[src/rtl/mult_unit_if.sv]
// mult_unit_if -- Execute-stage bundle for the HI/LO multiply unit.
//   master : the pipeline side. It drives the request (multE, signedE, srcaE, srcbE)
//            and the mthi/mtlo writes (hiwe, lowe, wd).
//   slave  : the multiply unit. It returns the architectural hi/lo registers,
//            prodv (hi/lo hold a complete product) and busy (iteration in flight).
interface mult_unit_if;
    logic        multE;
    logic        signedE;
    logic [31:0] srcaE;
    logic [31:0] srcbE;
    logic        hiwe;
    logic        lowe;
    logic [31:0] wd;
    logic [31:0] hi;
    logic [31:0] lo;
    logic        prodv;
    logic        busy;

    modport master (
        output multE, signedE, srcaE, srcbE, hiwe, lowe, wd,
        input  hi, lo, prodv, busy
    );

    modport slave (
        input  multE, signedE, srcaE, srcbE, hiwe, lowe, wd,
        output hi, lo, prodv, busy
    );
endinterface

[src/rtl/mult_unit.sv]
// mult_unit -- iterative 32x32 -> 64 multiplier that owns the HI/LO registers.
//   clk   : pipeline clock. All state changes on the rising edge.
//   reset : asynchronous, active-low. Clears all state and discards any in-flight product.
//   bus   : mult_unit_if.slave.
//           - request: multE, signedE, srcaE, srcbE.
//           - mthi/mtlo writes: hiwe, lowe, wd.
//           - results: hi, lo, prodv, busy.
// A start in IDLE latches the operand magnitudes and the result sign.
// BUSY then runs 32 radix-2 shift-add steps. The last step writes the
// sign-corrected product into {hi,lo} and moves to DONE.
// DONE waits for multE to drop, so a held request is never restarted.
module mult_unit (
    input  logic       clk,
    input  logic       reset,
    mult_unit_if.slave bus
);
    typedef enum logic [1:0] {IDLE, BUSY, DONE} state_t;

    state_t      state, stateNext;
    logic [5:0]  count;
    logic [63:0] multiplicand;   // shifts left one bit per step
    logic [31:0] multiplier;     // shifts right; bit 0 selects the add
    logic [63:0] acc;
    logic        negResult;
    logic [31:0] hiReg, loReg;
    logic        prodvReg;

    logic        start, lastStep, writeOk;
    logic [31:0] magA, magB;
    logic [63:0] accStep, product;

    assign start    = (state == IDLE) && bus.multE;
    assign lastStep = (state == BUSY) && (count == 6'd31);
    // mthi/mtlo are ignored while BUSY, and also when a start takes the same edge.
    assign writeOk  = (state != BUSY) && !start;

    // Magnitudes. 0x80000000 negates to itself, which is still correct when read as unsigned.
    assign magA = (bus.signedE && bus.srcaE[31]) ? -bus.srcaE : bus.srcaE;
    assign magB = (bus.signedE && bus.srcbE[31]) ? -bus.srcbE : bus.srcbE;

    assign accStep = acc + (multiplier[0] ? multiplicand : 64'd0);
    assign product = negResult ? -accStep : accStep;

    always_ff @(posedge clk or negedge reset) begin
        if (!reset) state <= IDLE;
        else        state <= stateNext;
    end

    always_comb begin
        stateNext = state;
        case (state)
            IDLE:    if (bus.multE) stateNext = BUSY;
            BUSY:    if (lastStep)   stateNext = DONE;
            DONE:    if (!bus.multE) stateNext = IDLE;
            default: stateNext = IDLE;
        endcase
    end

    always_ff @(posedge clk or negedge reset) begin
        if (!reset) begin
            count        <= 6'd0;
            multiplicand <= 64'd0;
            multiplier   <= 32'd0;
            acc          <= 64'd0;
            negResult    <= 1'b0;
            hiReg        <= 32'd0;
            loReg        <= 32'd0;
            prodvReg     <= 1'b1;   // HI/LO=0 after reset counts as a valid product
        end else begin
            if (start) begin
                count        <= 6'd0;
                multiplicand <= {32'd0, magA};
                multiplier   <= magB;
                acc          <= 64'd0;
                negResult    <= bus.signedE & (bus.srcaE[31] ^ bus.srcbE[31]);
                prodvReg     <= 1'b0;
            end else if (state == BUSY) begin
                count        <= count + 6'd1;
                acc          <= accStep;
                multiplicand <= multiplicand << 1;
                multiplier   <= multiplier >> 1;
                if (lastStep) begin
                    {hiReg, loReg} <= product;
                    prodvReg       <= 1'b1;
                end
            end
            if (writeOk) begin
                if (bus.hiwe) hiReg <= bus.wd;
                if (bus.lowe) loReg <= bus.wd;
            end
        end
    end

    assign bus.hi    = hiReg;
    assign bus.lo    = loReg;
    assign bus.prodv = prodvReg;
    assign bus.busy  = (state == BUSY);
endmodule

[src/flat_wrapper.sv]
// flat-port wrapper written by rule: the top's interface ports become plain ports
module mult_unit_flat 
  (clk, reset, bus_multE, bus_signedE, bus_srcaE, bus_srcbE, bus_hiwe, bus_lowe, bus_wd, bus_hi, bus_lo, bus_prodv, bus_busy);
  mult_unit_if bus_i ();
  input  logic clk;
  input  logic reset;
  input wire logic [$bits(bus_i.multE)-1:0] bus_multE;
  input wire logic [$bits(bus_i.signedE)-1:0] bus_signedE;
  input wire logic [$bits(bus_i.srcaE)-1:0] bus_srcaE;
  input wire logic [$bits(bus_i.srcbE)-1:0] bus_srcbE;
  input wire logic [$bits(bus_i.hiwe)-1:0] bus_hiwe;
  input wire logic [$bits(bus_i.lowe)-1:0] bus_lowe;
  input wire logic [$bits(bus_i.wd)-1:0] bus_wd;
  output wire logic [$bits(bus_i.hi)-1:0] bus_hi;
  output wire logic [$bits(bus_i.lo)-1:0] bus_lo;
  output wire logic [$bits(bus_i.prodv)-1:0] bus_prodv;
  output wire logic [$bits(bus_i.busy)-1:0] bus_busy;
  assign bus_i.multE = bus_multE;
  assign bus_i.signedE = bus_signedE;
  assign bus_i.srcaE = bus_srcaE;
  assign bus_i.srcbE = bus_srcbE;
  assign bus_i.hiwe = bus_hiwe;
  assign bus_i.lowe = bus_lowe;
  assign bus_i.wd = bus_wd;
  assign bus_hi = bus_i.hi;
  assign bus_lo = bus_i.lo;
  assign bus_prodv = bus_i.prodv;
  assign bus_busy = bus_i.busy;
  mult_unit u_core (.clk(clk), .reset(reset), .bus(bus_i));
endmodule
[config.mk]
export PLATFORM = sky130hd
export DESIGN_NAME = mult_unit_flat
export DESIGN_NICKNAME = d
export VERILOG_FILES = /design/src/rtl/mult_unit_if.sv /design/src/rtl/mult_unit.sv /design/src/flat_wrapper.sv
export SDC_FILE = /design/constraint.sdc
export NUM_CORES = 1
export LEC_CHECK = 0
export CORE_UTILIZATION = 36
export DETAILED_ROUTE_END_ITERATION = 6
export SLEW_MARGIN = 30
export SYNTH_ARGS = -nofsm -noshare
export SYNTH_HDL_FRONTEND = slang
export SYNTH_SLANG_ARGS = --single-unit
[constraint.sdc]
create_clock -name clk -period 4.6 [get_ports clk]
set_input_delay 0.69 -clock clk [delete_from_list [all_inputs] [get_ports clk]]
set_output_delay 0.69 -clock clk [all_outputs]
set_load 0.02 [all_outputs]
Word-level counts from Yosys, hierarchy flattened

Index checks and enable logic that the tools add are counted.

Bits in read-only memories: 0
RAM bits: 0
Register bits after elaboration: 234
Latch bits: 0
Memories: 0
Logic and storage cells: 63

Add/sub/neg operators: 5
Bitwise logic cells: 2
Order comparisons: 0
$mul: 0
Divide/modulo/power cells: 0
Equal/unequal tests: 7
Muxes and demuxes: 29
Reduce and logical (&&, ||, !) cells: 11
Shift-type cells: 0

Operator list:

| operator                                                         | number |
|---|---|
| 32-bit two-way mux                                               | 14 |
| 64-bit two-way mux                                               | 6 |
| 64-bit adder                                                     | 1 |
| 32-bit negator                                                   | 2 |
| 64-bit negator                                                   | 1 |
| 6-bit two-way mux                                                | 2 |
| 6-bit by 1-bit adder with 6-bit output (second input constant)   | 1 |
| 6-bit by 5-bit == test with 1-bit output (second input constant) | 1 |
| 2-bit two-way mux                                                | 3 |
| 2-bit one-hot mux with 3 select lines                            | 1 |
| 1-bit logical AND                                                | 5 |
| 2-bit by 1-bit != test with 1-bit output (second input constant) | 2 |
| 2-bit != test (second input constant)                            | 2 |
| 2-bit nonzero test                                               | 2 |
| 1-bit two-way mux                                                | 3 |
| 3-bit AND reduction                                              | 1 |
| 2-bit by 1-bit == test with 1-bit output (second input constant) | 1 |
| 2-bit == test (second input constant)                            | 1 |
| 2-bit logical NOT                                                | 1 |
| 2-bit AND reduction                                              | 1 |
| 1-bit bitwise AND                                                | 1 |
| 1-bit logical NOT                                                | 1 |
| 1-bit XOR                                                        | 1 |

Logic depth before layout (Yosys ltp)

Gate-level depths: netlist of the first run.

Word-level depth: 9
Depth in mapped cells: 20
Depth with buffers taken out: 16

Worst setup path before layout of the first run

No wires, ideal clock.

Path type: register to register
Start point: reg u_core.multiplier[0]
End point: reg u_core.hiReg[22] (netlist: u_core.bus.hi[22])
Cell stages (with the launch flop): 20
Arrival time: 4933 ps
Path slack: -465 ps
Clock period less this slack: 5065 ps
Data required time: 4469 ps
Path buffers: 3
Cell sequence: dfrtp_1 -> clkbuf_1 -> clkbuf_1 -> and2_1 -> ha_1 -> inv_1 -> fa_1 -> nand2b_1 -> a211oi_2 -> o21ai_0 -> a222oi_1 -> nand4_1 -> or4_1 -> or4_1 -> clkbuf_1 -> nor4_1 -> nand4_1 -> o31a_1 -> and3_1 -> or3_1

Word-level cells in the longest chain between the ends: 9

Ends and longest elaborated chain:

| what                     | line            | text |
|---|---|---|
| start: declaration       | mult_unit.sv:22 | `logic [31:0] multiplier;` |
| start signal: assignment | mult_unit.sv:73 | `multiplier <= magB;` |
| start signal: assignment | mult_unit.sv:81 | `multiplier <= multiplier >> 1;` |
| 64-bit two-way mux (*)   | mult_unit.sv:41 | `assign accStep = acc + (multiplier[0] ? multiplicand : 64'd0);` |
| 64-bit adder (*)         | mult_unit.sv:41 |  |
| 64-bit negator           | mult_unit.sv:42 | `assign product = negResult ? -accStep : accStep;` |
| 64-bit two-way mux (*)   | mult_unit.sv:42 |  |
| 32-bit two-way mux (*)   | mult_unit.sv:82 | `if (lastStep) begin` |
| 32-bit two-way mux (*)   | mult_unit.sv:77 | `end else if (state == BUSY) begin` |
| 32-bit two-way mux (*)   | mult_unit.sv:70 | `if (start) begin` |
| 32-bit two-way mux       | mult_unit.sv:88 | `if (bus.hiwe) hiReg <= bus.wd;` |
| 32-bit two-way mux (*)   | mult_unit.sv:87 | `if (writeOk) begin` |
| end signal: assignment   | mult_unit.sv:83 | `{hiReg, loReg} <= product;` |
| end signal: assignment   | mult_unit.sv:88 |  |
| end: declaration         | mult_unit.sv:25 | `logic [31:0] hiReg, loReg;` |

Every way passes the cells marked *; elsewhere a longest branch is shown, timed or not.
A chain may end at the register's enable or synchronous reset.

Worst setup path in the final report of the first run

Start point: reg u_core.multiplier[0]
End point: reg u_core.hiReg[31] (netlist: u_core.bus.hi[31])

The elaborated chain is that of the path after synthesis.

==> run metrics, run 1 <==
count of unique library cells instantiated by Yosys=85; Util after Layout=52.53%; detailed-route via count=about 19k; number of synthesized flops with an enable pin=0; Internal Power=0.009570 W; HP Class=input port to asynchronous set/reset pin; ys flop type=dfrtp_1; sequential fraction of the synthesis area=33.51%; Synth area leader=dfrtp_1; Final setup viols=36; Layout area overhead=43.79%; clock sink count=234; First DRT Iteration DRCs=1391; synth cell count leaders=281 x nand2_1, 233 x dfrtp_1, 223 x o21ai_0, 155 x a21oi_1, 128 x nor2_1; internal reg-to-reg setup slack=-0.28 ns; nature of the critical path startpoint=flop; delay-heaviest family, CP=simple AND/OR/NAND/NOR gates; CP Buf/Inv Count=6; M1 GR Usage=a little under 40%; post-synthesis register bit count=234; Slew Limit Fails=0; Rows=80; Wirelength per Cell=between 20 and 25 um; Synth Area per Inst=8.134 um2; setup slack after layout=-0.2800 ns; Clock transition at path regs=~0.070 ns; Syn Nets=2319; port bufs=roughly 170; GRT overflow=0; max cap viols=0; starting density of the core=36.54%; maximum clock rate=204.9 MHz; vias per cell=approximately 5.7; Layout Cells excl Fill=3269; CP required=5.04 ns; Pleak=10.51 nW; chip height=222.4 um; IO Pins=168; Hold Slack=0.05665 ns; FF-to-FF Start=u_core.multiplier[0]; initial antenna violation count=1; 1st-pass router iterations=5; Max FO, Critical Path=6; Sw Pwr=0.007550 W; CTS tree=built; Total Power=0.01712 W; All-Layer GR Usage=roughly a quarter; critical path's slowest cell=or4_4; Post-CTS Hold Buffers=0; maximum vdd ir drop=0.3167 mV; Post-Route WL=67.79 mm; Worst path max stage delay=0.49 ns; first-pass GRT wire length=104.6 mm; share of the synthesized area in the top cell type=33.35%; global placement routability congestion=0.9505; Critical Path AT=~5.3 ns; Worst Tran Pin Value=1.017 ns; failing checks=negative setup slack; outcome=complete, but fails checks; reg2reg end=u_core.bus.hi[31]; Yosys warning count=0; Die Span X=222.4 um; GR Util met2=41.22%; die area=between 40000 and 50000 um2; HPWL after DPL=between 50 and 60 mm; fraction of layout cells with a size suffix above 1=25.67%; Comb power frac=65.1%; RSZ-0062 raised after global routing=true; Worst-Skew Late Latency=0.58 ns; Clk pwr share=13.3%; sw frac=44.10%; Flop pwr share=21.6%; Worst R2R Path Depth=21; CTS max path bufs=3; GR Layer Usage met3=3.280%; Final period util=106.1%; H-tree lvl count=1; crit-path cells=buf_12 -> and2_4 -> ha_4 -> inv_2 -> fa_2 -> nand2b_4 -> a211oi_4 -> o21ai_2 -> a222oi_1 -> buf_4 -> buf_6 -> nand4_1 -> or4_4 -> or4_4 -> nor4_4 -> buf_4 -> nand4_1 -> buf_6 -> o41ai_4 -> xnor2_2 -> a21oi_1; Placed Cells=between 3k and 4k; Setup Skew=0.02448 ns; count leader, synth=nand2_1; DP Worst Slack=-0.5887 ns; Async SR Flop Fraction=between 90% and 100%; worst setup path category=flop to flop; CTS root buffer=clkbuf_16; relative slew slack=between 30% and 40%; Final ANT Viol Nets=0; layer with the highest usage=met2; Core Box Area=between 40000 and 50000 um2; # DRC=0; post-synthesis instance total=2149; vias in the first global route=18.17k; final hold violations=0; Setup crit end kind=flop; clock period minus worst slack=4.880 ns; Post-Syn Area=17480 um2; layout net count=approximately 2.8k; CTS buffer count=29; PwrDens=681.1 nW/um2; top cells by area, synth=dfrtp_1 33%, o21ai_0 6.4%, nand2_1 6.0%, ha_1 4.8%, a21oi_1 4.4%; Worst Setup SP=u_core.multiplier[0]; largest net degree at the start of global routing=about 130
[state kept, by name, summed over array words and instances (netlist names)]
name	cells
u_core.count	6
u_core.state	2
u_core.multiplicand	64
u_core.negResult	1
u_core.bus.hi	32
u_core.multiplier	32
u_core.bus.lo	32
u_core.acc	64
u_core.bus.prodv	1
[power groups by stage]
stage          clock network [W]  registers [W]  logic, W
6_report                 0.00227        0.00370    0.0111
5_1_grt                  0.00240        0.00379    0.0120
4_1_cts                  0.00232        0.00367    0.0104
3_5_place_dp                   0        0.00364   0.00977
3_3_place_gp                   0        0.00364   0.00962
2_1_floorplan                  0        0.00372   0.00486
[cell usage in the layout, fill, tap and decap left out, types with 17 or more instances in the layout]
cell             instances
and2_1                  73
or3_1                   19
xnor2_1                 73
nand3_1                 35
o31ai_1                 17
clkbuf_16               29
o21ai_1                 52
clkdlybuf4s50_1        166
a22o_1                  66
a21oi_2                 18
inv_1                   36
ha_1                    43
nor3_1                  30
dfrtp_1                231
a21o_1                  19
nand2_1                273
buf_4                  408
a21oi_1                137
a22oi_1                 55
o211ai_1                20
ha_4                    23
o21a_1                  17
nor2_1                 122
nand4_1                 40
o21ai_0                186
xor2_1                  68
[worst register-to-register path: stages (launching register included)]
cell      delay, ns
dfrtp_2        0.47
buf_12         0.15
and2_4         0.15
ha_4           0.13
inv_2          0.03
fa_2           0.33
nand2b_4       0.17
a211oi_4       0.35
o21ai_2        0.13
a222oi_1       0.32
buf_4          0.18
buf_6          0.08
nand4_1        0.09
or4_4          0.44
or4_4          0.49
nor4_4         0.28
buf_4          0.17
nand4_1        0.10
buf_6          0.18
o41ai_4        0.26
xnor2_2        0.17
a21oi_1        0.10
[through the flow]
stage               setup TNS [ns]  cell area, um2
CTS                         -3.799           24350
global placement            -17.21           22530
detailed placement          -16.74           22530
floorplan                  -0.4925           17640
finish                      -4.402           25140
global route                -11.27           25140
[worst max path at each step]
stage                         to  slack (ns)  depth (start not counted)
6_report       u_core.bus.hi[31]       -0.28                         21
5_1_grt        u_core.bus.hi[31]       -0.46                         20
4_1_cts        u_core.bus.hi[31]       -0.24                         21
3_5_place_dp   u_core.bus.hi[22]       -0.59                         18
3_3_place_gp   u_core.bus.hi[22]       -0.64                         18
2_1_floorplan  u_core.bus.hi[22]       -0.10                         19
[routing by layer]
layer | up-vias | part of all wire [%]
li1 | 8850 | -
met1 | 9077 | 48
met2 | 587 | 44
met3 | 89 | 6.0
met4 | 0 | 2.3
met5 | - | 0
[cell families (layout without fill, tap and decap cells)]
group	Yosys count	after routing	share of synthesized area, %
buf+inv	179	683	4.044
other cells	0	1	0
fa+ha+maj	68	68	4.910
compound gates	763	763	28.34
mux	19	19	1.109
xor+xnor	154	154	7.716
simple gates	732	732	20.38
flops	234	234	33.51
[final cells by class]
| type | instances | area, um2 |
|---|---|---|
| well taps | 615 | 769.5 |
| clock inverters | 8 | 78.83 |
| flip-flops and latches | 234 | 5859 |
| clock buffers | 43 | 848.3 |
| fillers | 4510 | 22710 |
| inverters | 39 | 146.4 |
| multi-input cells | 1736 | 12410 |
| repair buffers | 593 | 5024 |
| diodes | 1 | 2.502 |
[repair_timing]
action / 4_1_cts / 5_1_grt
pin swaps: 34 / 71
endpoints found under the hold margin: 0 / 0
resized for setup: 142 / 126
buffers inserted: 14 / 16
cloned: 2 / 0
setup endpoints to repair: 40 / 46
Note: power is estimated with default switching activity, not from simulation.
==> run 2, diff against run 1 <==
--- a/config.mk
+++ b/config.mk
@@ -5,6 +5,7 @@
 export SDC_FILE = /design/constraint.sdc
 export NUM_CORES = 1
 export LEC_CHECK = 0
+export CAP_MARGIN = 20
 export CORE_UTILIZATION = 36
 export DETAILED_ROUTE_END_ITERATION = 6
 export SLEW_MARGIN = 30
==> constraint.sdc (replaced) <==
create_clock -name clk -period 5.35 [get_ports clk]
set_input_delay 0.8025 -clock clk [delete_from_list [all_inputs] [get_ports clk]]
set_output_delay 0.8025 -clock clk [all_outputs]
set_load 0.02 [all_outputs]
==> run 2 against run 1 <==
The flow now finishes without violations; register-to-register slack improved by 0.49 ns; critical path depth fell by 5; sequential share of layout area rose by 4.5 points; first-iteration DRC count rose by 26%; maximum frequency fell by 5.0%; combinational power fell by 38%; clock skew barely moved; global-route usage fell by 1.5 points; largest cell class unchanged.
==> run metrics, run 2 (synthesis results as in run 1) <==
initial antenna violation count=2; Setup Skew=0.02410 ns; 1st-pass router iterations=6; Placed Area=20010 um2; Worst-Skew Late Latency=0.58 ns; max cap viols=0; outcome=finished clean; port bufs=167; final instance area=21060 um2; Worst path max stage delay=roughly 0.74 ns; Comb power frac=57.1%; largest net degree at the start of global routing=141; worst setup path category=flop to flop; delay-heaviest family, CP=compound AO/OA/AOI/OAI gates; global placement routability congestion=0.9299; FF-to-FF Start=u_core.multiplier[0]; CTS root buffer=clkbuf_16; CTS max path bufs=3; Pleak=8.523 nW; most common cell after layout, fill and taps aside=nand2_1; crit-path cells=and2_1 -> ha_1 -> inv_1 -> fa_1 -> nand2b_1 -> a211oi_4 -> o21ai_1 -> a311oi_2 -> o21a_1 -> o211ai_1 -> or4b_2 -> or4bb_1 -> o41ai_2 -> o21ai_0 -> a21oi_1 -> o21ai_1; first-pass GRT wire length=98.33 mm; vias per cell=5.874; Worst Tran Pin Value=0.9228 ns; CP Buf/Inv Count=1; maximum vdd ir drop=just over 0.3 mV; detailed-route via count=17.20k; Max FO, Critical Path=12; GRT overflow=0; CP required=between 5 and 6 ns; HPWL after DPL=48.67 mm; ANT cells=0; Worst Setup SP=u_core.multiplier[0]; vias in the first global route=16.66k; relative slew slack=38.26%; CTS buffer count=28; Internal Power=0.006498 W; Critical Path AT=between 5 and 6 ns; final hold violations=0; Rows=80; sw frac=a little under half; critical path's slowest cell=or4b_2; PwrDens=570.8 nW/um2; Final period util=95.99%; Setup crit end kind=flop; Regs by FF count=u_core.acc x64, u_core.multiplicand x64; most used cell, CP=o21ai_1; # DRC=0; layout net count=between 2k and 2.5k; die area=between 40000 and 50000 um2; clock sink count=about 230; HP Class=input port to asynchronous set/reset pin; CTS tree=built; Sw Pwr=approximately 0.0055 W; Slew Limit Fails=0; H-tree lvl count=1; Clk pwr share=16.7%; Flop pwr share=26.2%; All-Layer GR Usage=25.14%; clock period minus worst slack=5.136 ns; maximum clock rate=194.7 MHz; Total Power=0.01202 W; Layout area overhead=20.48%; fraction of layout cells with a size suffix above 1=under 10%; most frequent cells in the layout=280 x nand2_1, 232 x dfrtp_1, 223 x o21ai_0; nature of the critical path startpoint=flop; Post-Route WL=around 63 mm; IO Pins=168; Final setup viols=0; First DRT Iteration DRCs=1752; Post-CTS Hold Buffers=0; Final ANT Viol Nets=0; Clock transition at path regs=0.07 ns; Layout fillers=~4.8k; Die Span X=222.4 um; chip height=222.4 um; starting density of the core=about 37%; Core Box Area=47850 um2; Wirelength per Cell=21.61 um
## run 2: cell count changes in the layout (fill, tap and decap cells not counted), moves of 18 or more
cell,change
a21oi_1,+18
buf_4,-325
o21ai_0,+37
ha_4,-23
o21ai_1,-21
ha_1,+23
## run 2: worst paths after layout
path / slack [ns] / endpoint / depth (start not counted)
max: 0.21 / u_core.bus.hi[17] / 16
min: 0.17 / u_core.multiplicand[56] / 1
max reg2reg: 0.21 / u_core.bus.hi[17] / 16
min reg2reg: 0.48 / u_core.bus.prodv / 2
max in group asynchronous: 3.97 / u_core.multiplier[0] / 2
min in group clk: 0.48 / u_core.bus.prodv / 2
## run 2: layer usage
layer / routed length [um] / global-route usage, % / up-vias
li1: - / - / 8185
met1: 30090 / 36.49 / 8296
met2: 26860 / 37.86 / 638
met3: 4588 / 4.430 / 81
met4: 1737 / 7.497 / 0
met5: 0 / 0 / -
## run 2: repair_timing
item,CTS,global route
endpoints found under the hold margin,0,0
buffers inserted,0,5
resized for setup,1,14
setup endpoints to repair,9,29
pin swaps,0,4
## run 2: power by group through the flow
stage / logic [W] / clock network (W) / registers (W)
after floorplan: 0.00410 / 0 / 0.00320
after global placement: 0.00666 / 0 / 0.00315
after detailed placement: 0.00674 / 0 / 0.00316
after CTS: 0.00675 / 0.00205 / 0.00314
after global routing: 0.00749 / 0.00212 / 0.00323
final: 0.00686 / 0.00201 / 0.00316
## run 2: worst register-to-register path: cells and delay by family (launching register included)
kind            cells  cell delay [ns]
compound gates      9             2.15
fa+ha+maj           2             0.58
buf+inv             1             0.06
flops               1             0.47
simple gates        4             1.77
## run 2: through the flow
| step | util (%) | setup slack, ns | TNS [ns] | cells | hold slack [ns] |
|---|---|---|---|---|---|
| after floorplan | - | 0.2852 | 0 | 2149 | 0.4502 |
| after global placement | 41.81 | 0.05661 | 0 | 2871 | 0.4643 |
| after detailed placement | 41.81 | -0.04456 | -0.1108 | 2871 | 0.4716 |
| after CTS | 43.81 | 0.09606 | 0 | 2923 | 0.1835 |
| after global routing | 44.02 | -0.01206 | -0.01206 | 2928 | 0.2112 |
| final | 44.02 | 0.2145 | 0 | 2928 | 0.1694 |
## run 2: cell type report
| class | instances | area (um2) | area share, % |
|---|---|---|---|
| clock buffer | 38 | 799.5 | 3.796 |
| clock inverter | 14 | 155.1 | 0.7367 |
| inverter | 39 | 146.4 | 0.6951 |
| tap | 615 | 769.5 | 3.654 |
| multi-input combinational | 1736 | 10990 | 52.19 |
| sequential | 234 | 5858 | 27.82 |
| timing repair buffer | 252 | 2340 | 11.11 |
==> run 3, diff against run 2 <==
--- a/config.mk
+++ b/config.mk
@@ -8,7 +8,6 @@
 export CAP_MARGIN = 20
 export CORE_UTILIZATION = 36
 export DETAILED_ROUTE_END_ITERATION = 6
-export SLEW_MARGIN = 30
 export SYNTH_ARGS = -nofsm -noshare
 export SYNTH_HDL_FRONTEND = slang
 export SYNTH_SLANG_ARGS = --single-unit
==> run 3 against run 2 <==
Die area unchanged; clock power about the same; wire length about the same; maximum frequency about the same; clock skew increased by 0.0031 ns; power about the same; clock-buffer cell count unchanged; register-to-register slack about the same; largest power group unchanged; final cell count unchanged; worst hold slack about the same; sequential share of layout area about the same; highest routed layer unchanged.
==> run metrics, run 3 (synthesis results as in run 1) <==
outcome=finished clean; CTS buffer count=28; Rows=80; PwrDens=around 570 nW/um2; Post-CTS Hold Buffers=0; setup slack after layout=0.2102 ns; fraction of layout cells with a size suffix above 1=roughly 7.8%; CTS tree=built; Slew Limit Fails=0; detailed-route via count=17.20k; Clock transition at path regs=0.07 ns; CTS root buffer=clkbuf_16; Layout area overhead=20.47%; nature of the critical path startpoint=flop; largest net degree at the start of global routing=~140; maximum clock rate=approximately 190 MHz; Die Span X=222.4 um; Max FO, Critical Path=12; clock period minus worst slack=5.140 ns; final hold violations=0; worst setup path category=flop to flop; Wirelength per Cell=21.61 um; Placed Cells=2871; clock sink count=234; HP Class=input port to asynchronous set/reset pin; global placement routability congestion=0.9299; ANT cells=0; relative slew slack=32.71%; Util after Layout=44.01%; most frequent cells in the layout=280 x nand2_1, 232 x dfrtp_1, 223 x o21ai_0; IO Pins=168; 1st-pass router iterations=5; port bufs=approximately 170; # DRC=0; Hold Slack=around 0.17 ns; GRT overflow=0; critical path's slowest cell=or4b_2; vias per cell=5.875; H-tree lvl count=1; most common cell after layout, fill and taps aside=nand2_1; Setup crit end kind=flop; Post-Route WL=about 63 mm; crit-path cells=and2_1 -> ha_1 -> inv_1 -> fa_1 -> nand2b_1 -> a211oi_4 -> o21ai_1 -> a311oi_2 -> o21a_1 -> o211ai_1 -> or4b_2 -> or4bb_1 -> o41ai_2 -> o21ai_0 -> a21oi_1 -> o21ai_1; first-pass GRT wire length=98.33 mm; CTS max path bufs=3; Pleak=8.522 nW; HPWL after DPL=48.67 mm; Final setup viols=0; Critical Path AT=5.59 ns; most used cell, CP=o21ai_1; die area=slightly below 50000 um2; maximum vdd ir drop=around 0.31 mV; Regs by FF count=u_core.acc x64, u_core.multiplicand x64; internal reg-to-reg setup slack=~0.21 ns; Setup TNS=0 ns; All-Layer GR Usage=25.14%; Setup Skew=0.02716 ns; initial antenna violation count=2; Final period util=96.07%; Worst path max stage delay=around 0.74 ns; chip height=~220 um; vias in the first global route=16.66k; Worst Tran Pin Value=1.009 ns; layout net count=2461; Final ANT Viol Nets=0; max cap viols=0; DP Worst Slack=-0.04456 ns; CP required=~5.8 ns; Layout fillers=4792; First DRT Iteration DRCs=1641; starting density of the core=36.54%; Layout Cells excl Fill=2928; Worst-Skew Late Latency=0.58 ns; Core Box Area=47850 um2
[run 3: where the power goes]
part | total, W | switching, W | internal, W | leakage [nW]
Clock | 0.00201 | 0.000821 | 0.00119 | 0.474
Sequential | 0.00315 | 0.000620 | 0.00253 | 2.96
Combinational | 0.00686 | 0.00409 | 0.00278 | 5.09
[run 3: stage by stage]
| stage | total power, W | cell area [um2] |
|---|---|---|
| 5_1_grt | 0.01284 | 21060 |
| 3_3_place_gp | 0.009812 | 20010 |
| 2_1_floorplan | 0.007299 | 17480 |
| 3_5_place_dp | 0.009894 | 20010 |
| 4_1_cts | 0.01195 | 20960 |
| 6_report | 0.01203 | 21060 |
[run 3: area by class of cell]
type                            instances  area, um2  share of cell area [%]
Multi-Input combinational cell       1736      10990                   52.19
Sequential cell                       234       5858                   27.82
Timing Repair Buffer                  252       2340                   11.11
Clock buffer                           38      799.5                   3.797
Tap cell                              615      769.5                   3.654
Clock inverter                         14      155.1                  0.7367
Inverter                               39      146.4                  0.6951
[run 3: final timing paths]
path / end / cells past startpoint / from
max: u_core.bus.hi[17] / 16 / u_core.multiplier[0]
min: u_core.multiplicand[56] / 1 / reset
max reg2reg: u_core.bus.hi[17] / 16 / u_core.multiplier[0]
min reg2reg: u_core.bus.prodv / 2 / u_core.bus.prodv
max in group asynchronous: u_core.multiplier[0] / 2 / reset
min in group clk: u_core.bus.prodv / 2 / u_core.bus.prodv
[run 3: per-layer routing]
metal  share of wire, %  track usage, %
met3                6.8           4.430
met4                2.9           7.497
met5                  0               0
met2                 42           37.86
met1                 48           36.49
[run 3: timing repair]
| action | in CTS | in global routing |
|---|---|---|
| resized for setup | 1 | 14 |
| setup endpoints to repair | 9 | 29 |
| pin swaps | 0 | 4 |
| gates cloned | 0 | 0 |
| hold endpoints to repair | 0 | 0 |
| setup buffers | 0 | 5 |
[run 3: critical path, delay by kind of cell, from the launching register on]
kind            cells  cell delay, ns
compound gates      9            2.14
simple gates        4            1.76
fa+ha+maj           2            0.58
flops               1            0.47
buf+inv             1            0.06
